--- config.mk ---
export PLATFORM = sky130hd
export DESIGN_NAME = rr_chan_mux
export DESIGN_NICKNAME = d
export VERILOG_FILES = /design/src/rtl/rr_chan_mux_pkg.sv /design/src/rtl/rr_chan_mux_arbiter.sv /design/src/rtl/rr_chan_mux.sv
export SDC_FILE = /design/constraint.sdc
export NUM_CORES = 1
export LEC_CHECK = 0
export CORE_MARGIN = 1
export CORE_UTILIZATION = 37
export DETAILED_ROUTE_END_ITERATION = 10
export GPL_ROUTABILITY_DRIVEN = 0
export HOLD_SLACK_MARGIN = 0.1
export PLACE_DENSITY = 0.82
export SYNTH_ARGS = -nofsm -noshare
export SYNTH_HDL_FRONTEND = slang
export SYNTH_SLANG_ARGS = --single-unit
--- constraint.sdc ---
create_clock -name clk -period 2.7 [get_ports clk]
set_input_delay 0.27 -clock clk [delete_from_list [all_inputs] [get_ports clk]]
set_output_delay 0.27 -clock clk [all_outputs]
set_load 0.005 [all_outputs]
--- src/rtl/rr_chan_mux_pkg.sv ---
// Shared definitions for the round-robin channel mux.
//   - DEFAULT_WIDTH / DEFAULT_NCH : default data width and channel count
//   - clog2_min1()                : index width helper, never returns less than 1
//   - rr_state_t                  : arbiter lock state. Only used when RR_CHAN_MUX_LOCK_EN is defined.
package rr_chan_mux_pkg;

  localparam int DEFAULT_WIDTH = 8;
  localparam int DEFAULT_NCH   = 4;

  typedef enum logic {UNLOCKED, LOCKED} rr_state_t;

  // ceil(log2(n)), clamped to 1 so that a 2-channel (or degenerate) mux still
  // gets a usable 1-bit index.
  function automatic int clog2_min1(input int n);
    int w;
    w = 1;
    while ((1 << w) < n) w++;
    return w;
  endfunction

endpackage

--- src/rtl/rr_chan_mux_arbiter.sv ---
// rr_arbiter: round-robin grant generator for rr_chan_mux.
// Holds the rotating priority pointer and, when RR_CHAN_MUX_LOCK_EN is defined,
// the packet lock state.
// Ports:
//   clk, rst_n   clock, asynchronous active-low reset
//   req          per-channel request (in_valid)
//   advance      a beat is being accepted from the granted channel this cycle
//   last         the accepted beat ends its packet (tied high without packet lock)
//   grant        granted channel index
//   grant_valid  grant points at a requesting channel
module rr_arbiter
  import rr_chan_mux_pkg::*;
#(
  parameter int NCH  = DEFAULT_NCH,
  parameter int SELW = clog2_min1(NCH)
) (
  input  logic            clk,
  input  logic            rst_n,
  input  logic [NCH-1:0]  req,
  input  logic            advance,
  input  logic            last,
  output logic [SELW-1:0] grant,
  output logic            grant_valid
);

  logic [SELW-1:0] ptr;
  logic [SELW-1:0] ptr_nxt;
  logic [SELW-1:0] rr_grant;
  logic            rr_valid;

  // Increment modulo NCH. This is written out explicitly so the pointer can never
  // leave 0..NCH-1 when NCH is not a power of two.
  function automatic logic [SELW-1:0] wrap_inc(input logic [SELW-1:0] idx);
    if (int'(idx) >= NCH - 1) return '0;
    return idx + SELW'(1);
  endfunction

  // The scan runs from the farthest offset back to ptr. The lowest offset from
  // ptr is therefore written last and wins.
  always_comb begin
    int              idx;
    logic [SELW-1:0] idx_sel;
    rr_grant = '0;
    rr_valid = 1'b0;
    idx      = 0;
    idx_sel  = '0;
    for (int k = NCH - 1; k >= 0; k--) begin
      idx = int'(ptr) + k;
      if (idx >= NCH) idx = idx - NCH;
      idx_sel = SELW'(idx);
      if (req[idx_sel]) begin
        rr_grant = idx_sel;
        rr_valid = 1'b1;
      end
    end
  end

`ifdef RR_CHAN_MUX_LOCK_EN
  rr_state_t       state;
  rr_state_t       state_nxt;
  logic [SELW-1:0] lock_chan;
  logic [SELW-1:0] lock_chan_nxt;

  always_ff @(posedge clk or negedge rst_n) begin
    if (!rst_n) begin
      state     <= UNLOCKED;
      lock_chan <= '0;
    end else begin
      state     <= state_nxt;
      lock_chan <= lock_chan_nxt;
    end
  end

  // While locked, the grant is pinned to the packet owner. If the owner drops
  // valid, grant_valid falls and the whole mux bubbles.
  always_comb begin
    state_nxt     = state;
    lock_chan_nxt = lock_chan;
    grant         = rr_grant;
    grant_valid   = rr_valid;
    ptr_nxt       = ptr;
    case (state)
      UNLOCKED: begin
        if (advance) begin
          if (last) begin
            ptr_nxt = wrap_inc(rr_grant);
          end else begin
            state_nxt     = LOCKED;
            lock_chan_nxt = rr_grant;
          end
        end
      end
      LOCKED: begin
        grant       = lock_chan;
        grant_valid = req[lock_chan];
        if (advance && last) begin
          state_nxt = UNLOCKED;
          ptr_nxt   = wrap_inc(lock_chan);
        end
      end
      default: state_nxt = UNLOCKED;
    endcase
  end
`else
  always_comb begin
    grant       = rr_grant;
    grant_valid = rr_valid;
    ptr_nxt     = ptr;
    if (advance && last) ptr_nxt = wrap_inc(rr_grant);
  end
`endif

  always_ff @(posedge clk or negedge rst_n) begin
    if (!rst_n) ptr <= '0;
    else        ptr <= ptr_nxt;
  end

endmodule

--- src/rtl/rr_chan_mux.sv ---
// rr_chan_mux: round-robin mux of NCH valid/ready source channels onto a single
// registered valid/ready output. The downstream ready is steered back to the
// granted source only.
// Optional feature macro: RR_CHAN_MUX_LOCK_EN (packet lock). When it is defined,
// the ports in_last and out_last are added.
// Ports:
//   clk, rst_n  clock, asynchronous active-low reset
//   in_valid    per-channel valid
//   in_data     channel i occupies bits [i*WIDTH +: WIDTH]
//   in_last     per-channel end-of-packet (lock build only)
//   in_ready    per-channel ready, one-hot or zero
//   out_valid   output register holds a beat
//   out_data    registered data
//   out_chan    source channel of out_data
//   out_last    registered end-of-packet (lock build only)
//   out_ready   downstream accepts the beat
module rr_chan_mux
  import rr_chan_mux_pkg::*;
#(
  parameter  int WIDTH = DEFAULT_WIDTH,
  parameter  int NCH   = DEFAULT_NCH,
  localparam int SELW  = clog2_min1(NCH)
) (
  input  logic               clk,
  input  logic               rst_n,
  input  logic [NCH-1:0]     in_valid,
  input  logic [NCH*WIDTH-1:0] in_data,
`ifdef RR_CHAN_MUX_LOCK_EN
  input  logic [NCH-1:0]     in_last,
  output logic               out_last,
`endif
  output logic [NCH-1:0]     in_ready,
  output logic               out_valid,
  output logic [WIDTH-1:0]   out_data,
  output logic [SELW-1:0]    out_chan,
  input  logic               out_ready
);

  logic [SELW-1:0]  grant;
  logic             grant_valid;
  logic             grant_last;
  logic             can_accept;
  logic             accept;
  logic [WIDTH-1:0] chan_data [NCH];
  logic [WIDTH-1:0] sel_data_p0;

  // Gating with rst_n holds in_ready low while reset is asserted. Without it, the
  // empty output register would advertise space during reset.
  assign can_accept = rst_n & (~out_valid | out_ready);
  assign accept     = can_accept & grant_valid;

`ifdef RR_CHAN_MUX_LOCK_EN
  assign grant_last = in_last[grant];
`else
  assign grant_last = 1'b1;
`endif

  rr_arbiter #(
    .NCH  (NCH),
    .SELW (SELW)
  ) u_arb (
    .clk         (clk),
    .rst_n       (rst_n),
    .req         (in_valid),
    .advance     (accept),
    .last        (grant_last),
    .grant       (grant),
    .grant_valid (grant_valid)
  );

  always_comb begin
    for (int i = 0; i < NCH; i++) chan_data[i] = in_data[i*WIDTH +: WIDTH];
  end

  assign sel_data_p0 = chan_data[grant];

  always_comb begin
    in_ready = '0;
    if (accept) in_ready[grant] = 1'b1;
  end

  // ---- stage p0 -> output register ----
  always_ff @(posedge clk or negedge rst_n) begin
    if (!rst_n) begin
      out_valid <= 1'b0;
      out_data  <= '0;
      out_chan  <= '0;
`ifdef RR_CHAN_MUX_LOCK_EN
      out_last  <= 1'b0;
`endif
    end else if (accept) begin
      out_valid <= 1'b1;
      out_data  <= sel_data_p0;
      out_chan  <= grant;
`ifdef RR_CHAN_MUX_LOCK_EN
      out_last  <= grant_last;
`endif
    end else if (out_ready) begin
      out_valid <= 1'b0;
    end
  end

endmodule

* Word level (Yosys, flattened, before mapping)
Cells that the tools add are included.
** Operators by class
- $add $sub $neg :: 8
- Order comparisons :: 12
- Mux-type cells :: 32
- Bitwise gates (word level) :: 5
- Reductions and logical operators :: 2
** Operators by type and width (number)
- 2-bit 2-to-1 mux :: 10
- 8-bit binary-select mux with 2-bit select :: 1
- 8-bit 2-to-1 mux :: 2
- 2-bit by 3-bit less-than comparator with 1-bit output, second input constant :: 5
- 1-bit 2-to-1 mux :: 13
- 3-bit >= comparator, second input constant :: 4
- 1-bit binary-select mux with 2-bit select :: 4
- 2-bit by 1-bit subtractor with 2-bit output, second input constant :: 4
- 2-bit by 2-bit adder with 3-bit output, second input constant :: 2
- 4-bit 2-to-1 mux :: 1
- 2-bit by 1-bit adder with 3-bit output, second input constant :: 1
- 2-bit by 3-bit >= comparator with 1-bit output, second input constant :: 1
- 2-bit NOT with 3-bit output :: 1
- 2-bit by 1-bit adder with 2-bit output, second input constant :: 1
- 1-bit AND :: 2
- 1-bit demux with 2-bit select :: 1
- 2-bit by 1-bit >= comparator with 1-bit output, second input constant :: 1
- 2-bit >= comparator, second input constant :: 1
- 2-bit nonzero test :: 1
- 1-bit logical AND :: 1
- 1-bit NOT :: 1
- 1-bit bitwise OR :: 1
** Storage, ports and cells
- Flip-flop bits (word level) :: 13
- Input bits :: 39
- Output and inout bits :: 15
- Word-level logic and storage cells :: 63

* Depth between registers and ports, before layout
- Depth after elaboration :: 14
- Gate-level depth with buffers :: 8
- Depth with buffers taken out :: 7

* By module
Synthesis repeated with hierarchy kept, for this count alone.
** Unflattened totals
- Cells, all modules :: 62
- Area, all modules :: 838.3 um^2
** By module, submodules not included
- rr_chan_mux :: times used 1, cells each 41, area an instance 666.9 um^2
- rr_arbiter :: times used 1, cells each 21, area an instance 171.4 um^2

* Least setup slack after synthesis
OpenSTA, ideal clock, no wires.
- Path kind :: reg-to-reg
- Start :: register u_arb.ptr[1]
- End :: register u_arb.ptr[1]
- Library setup time :: 0.125 ns
- Arrival :: 1.774 ns
- Required time :: 2.575 ns
- Setup slack :: 0.801 ns
- Cell stages (with the launch flop) :: 8
- Buffers on the path :: 2
- Cell sequence :: dfrtp_1 mux2_4 o221ai_2 buf_6 buf_6 inv_2 ha_1 mux2_2
** On the way
- Longest elaborated chain between the ends :: 13
- Elaborated cells between the ends (all ways) :: 37
- Classes of those cells :: add/sub (8); order compare (5); mux (23); bitwise (1)
** Ends and longest elaborated chain
- start: declaration :: RTL line rr_chan_mux_arbiter.sv:26 : logic [SELW-1:0] ptr;
- start signal: assignment :: RTL line rr_chan_mux_arbiter.sv:115 : else ptr <= ptr_nxt;
- 2-bit by 2-bit adder with 3-bit output :: RTL line rr_chan_mux_arbiter.sv:48 : idx = int'(ptr) + k;
- 3-bit >= comparator / 2-bit by 1-bit subtractor with 2-bit output (equally long branches) :: RTL line rr_chan_mux_arbiter.sv:49 : if (idx >= NCH) idx = idx - NCH;
- 2-bit 2-to-1 mux :: RTL line rr_chan_mux_arbiter.sv:49
- 1-bit binary-select mux with 2-bit select :: RTL line rr_chan_mux_arbiter.sv:51 : if (req[idx_sel]) begin
- 1-bit 2-to-1 mux (implied by the code) :: RTL line rr_chan_mux_arbiter.sv:51
- 2-bit 2-to-1 mux (4 in series) :: RTL line rr_chan_mux_arbiter.sv:51
- 2-bit >= comparator :: RTL line rr_chan_mux_arbiter.sv:34 : if (int'(idx) >= NCH - 1) return '0;
- 1-bit 2-to-1 mux :: RTL line rr_chan_mux_arbiter.sv:34
- 1-bit 2-to-1 mux :: RTL line rr_chan_mux_arbiter.sv:109 : if (advance && last) ptr_nxt = wrap_inc(rr_grant);
- 2-bit 2-to-1 mux :: RTL line rr_chan_mux_arbiter.sv:35 : return idx + SELW'(1);
Parallel ways exist; a longest one is shown, timed or not. The select of a mux whose other input is x is not followed.
A chain may end at the register's enable or synchronous reset.

* Worst setup path after layout
- Start :: input in_valid[0]
- End :: output in_ready[1]
** On the way
- Longest elaborated chain between the ends :: 11
- Elaborated cells between the ends (all ways) :: 23
- Classes of those cells :: order compare (2); mux (19); bitwise (1); reduce/logical (1)
** Ends and longest elaborated chain
- start: declaration :: RTL line rr_chan_mux.sv:26 : input logic [NCH-1:0] in_valid,
- 1-bit binary-select mux with 2-bit select :: RTL line rr_chan_mux_arbiter.sv:51
- 1-bit 2-to-1 mux (implied by the code) :: RTL line rr_chan_mux_arbiter.sv:51
- 2-bit 2-to-1 mux (4 in series) :: RTL line rr_chan_mux_arbiter.sv:51
- 2-bit by 3-bit less-than comparator with 1-bit output (implied by the code) / 2-bit by 1-bit >= comparator with 1-bit output (equally long branches) :: RTL line rr_chan_mux.sv:79 : if (accept) in_ready[grant] = 1'b1;
- 1-bit logical AND (implied by the code) :: RTL line rr_chan_mux.sv:79
- 1-bit 2-to-1 mux (implied by the code) :: RTL line rr_chan_mux.sv:79
- 1-bit demux with 2-bit select :: RTL line rr_chan_mux.sv:79
- 4-bit 2-to-1 mux (*) :: RTL line rr_chan_mux.sv:79
- end: declaration :: RTL line rr_chan_mux.sv:32 : output logic [NCH-1:0] in_ready,
Mark *: on every way between the ends. The rest lies on a longest branch, timed or not. The select of a mux whose other input is x is not followed.

==> qor.yml <==
yosysTopAreaCellShare_pct: 36.1
crit_arrival_ns: 2.15
cts.clk_slew.worst_paths_ns: 0.08
die_w_um: 51.3
portBuffers: 53
crit_family: "buffers and inverters"
synth_fp_nets: 128
r2r_cells: 6
grt_pass1_vias: 892
fin_crit_ns: 2.42
via_count: 872
final_cells: 174
fillers: 197
min_period_over_period_pct: 89.5
io-pin-count: 54
syn_to_final_growth_pct: 66.1
finalSetupViolations: 0
hold_class: "input pin to async pin"
drt-pass1-iter-count: 4
final_cell_mix: "clkdlybuf4s50_1, mux2i_1, dfrtp_1"
cp.buffers_inverters: 2
ctsResizeCount: 0
numPlacedInstances: 170
synth_area_um2: 901
yosys-top-cells-area: "dfrtp_1, mux2i_1, o21ai_2"
drc: 0
power_density_nw_per_um2: 667
ctsLongestPathBuffers: 2
crit_type: "input pin to output pin"
crit_cells: 7
cp-start-kind: "input pin"
synth_cell_types: 25
worst_path_largest_cell_delay_ns: 0.53
leakage_nw: 0.666
cts_root_buf: "clkbuf_4"
via_per_inst: 5.01
cts_sinks: 13
cts-hold-fix-buffers: 0
yosysTopAreaCell: "dfrtp_1"
setup_tns_ns: 0
hold_viol: 0
ys_seq_area_share_pct: 36.1
coreArea_um2: 2250
ir_drop_v: 0.000357
rsz0062_at_grt: "no"
wl_per_cell_um: 13.2
endpoint_kind: "output pin"
tightestPinTransition_ns: 0.343
rows: 17
antenna_found_initial: 0
finalNetCount: 187
critical_path_required_ns: 2.43
status: "completed"
cts_setup_buffers: 0
ys_ff_latch: 13
clock_latency_ns: 0.27
grt_pass1_wl_mm: 3.80
drive_above_1_share_pct: 17.1
drt-initial-drc-count: 11
ant_nets: 0
htree_levels: 1
maxCapViolations: 0
layout_commonest_cell: "clkdlybuf4s50_1"
start_util_pct: 40.0
crit_path_cell_trace: "clkdlybuf4s50_1, a21o_2, a21oi_1, o22ai_1, nand2b_1, nor2_1, clkdlybuf4s50_1"
synthCells: 88
grt.total_usage_pct: 20.1
fmax_ghz: 0.414
dp_hpwl_mm: 1.92
numCtsBuffers: 3
die_height_um: 51.3
die_area_um2: 2640
drt-total-wl_mm: 2.30
drv_slew: 0
crit_fanout: 5
finClkSkew_ns: 0.00351
yosysWarningCount: 0
grt_overflow: 0
slowest_stage: "clkdlybuf4s50_1"
path_common_cell: "clkdlybuf4s50_1"
cts_tree: "done"
syn_avg_cell_area_um2: 10.2
grt_max_degree: 25
antennaDiodeCount: 0
max_slew_margin_pct: 77.1
[power breakdown]
part           total [mW]  internal, mW  switching [mW]  leakage (nW)
Clock               0.122        0.0573          0.0646        0.0150
Combinational       0.561         0.338           0.223         0.495
Sequential          0.315         0.265          0.0498         0.156
Total               0.998         0.661           0.338         0.666
[state kept, by name (all words and copies together) (netlist names)]
signal	flops
out_valid	1
out_data	8
u_arb.ptr	2
out_chan	2
[per-layer routing]
layer / GRT usage [%] / up-vias / part of all wire (%)
li1: - / 434 / -
met1: 20.8 / 400 / 38
met2: 39.0 / 36 / 55
met3: 3.87 / 2 / 5.6
met4: 8.11 / 0 / 1.1
met5: 0 / - / 0
[per-stage QoR]
step	utilization [%]	power [mW]	setup slack, ns	area [um2]	hold slack, ns
floorplan	-	0.630	0.801	901	-0.0256
global placement	65.2	0.865	0.309	1470	0.470
detailed placement	65.2	0.887	0.299	1470	0.514
CTS	66.4	1.01	0.288	1500	0.365
global route	66.4	1.07	0.151	1500	0.379
finish	66.4	0.998	0.284	1500	0.361
[worst register-to-register path: cells and delay by family (launching register included)]
| kind | cells | cell delay, ns |
|---|---|---|
| AOI/OAI and AO/OA | 3 | 0.43 |
| buffers and inverters | 1 | 0.26 |
| DFF | 1 | 0.44 |
| muxes | 2 | 0.56 |
[path summary, 6_finish.rpt]
check                        startpoint           end  slack [ns]
min                               rst_n  u_arb.ptr[0]        0.36
max reg2reg                u_arb.ptr[1]   out_data[3]        0.90
max                         in_valid[0]   in_ready[1]        0.28
min in group clk            out_chan[0]   out_chan[0]        0.53
min reg2reg                 out_chan[0]   out_chan[0]        0.53
max in group asynchronous         rst_n   out_data[5]        2.18
[synth_stat cells (all sizes together)]
master / instances
o221ai: 1
a21boi: 2
nand2: 9
mux2: 2
a21o: 2
dfrtp: 13
clkbuf: 1
or3b: 1
o31a: 8
buf: 5
nand3: 1
ha: 1
or4: 1
o21ai: 8
o22ai: 1
inv: 6
a21oi: 3
nor3: 1
nor2: 4
mux2i: 16
nand2b: 2
[final cells by class]
| cell class | count | area [um2] | area share [%] |
|---|---|---|---|
| inverter | 6 | 22.5 | 1.51 |
| multi-input combinational | 63 | 504 | 33.7 |
| tap | 28 | 35.0 | 2.34 |
| sequential | 13 | 325 | 21.7 |
| clock buffer | 4 | 26.3 | 1.76 |
| timing repair buffer | 60 | 583 | 39.0 |
[cells by family (layout without fill, tap and decap cells)]
| logic type | Yosys count | after routing | share of synthesized area (%) |
|---|---|---|---|
| flip-flops | 13 | 13 | 36.1 |
| AO/OA/AOI/OAI | 25 | 25 | 23.1 |
| adder cells (fa/ha/maj) | 1 | 1 | 1.39 |
| multiplexers | 18 | 18 | 20.7 |
| AND/OR/NAND/NOR | 19 | 19 | 10.8 |
| buffers and inverters | 12 | 70 | 7.92 |
(Power assumes the default switching activity.)
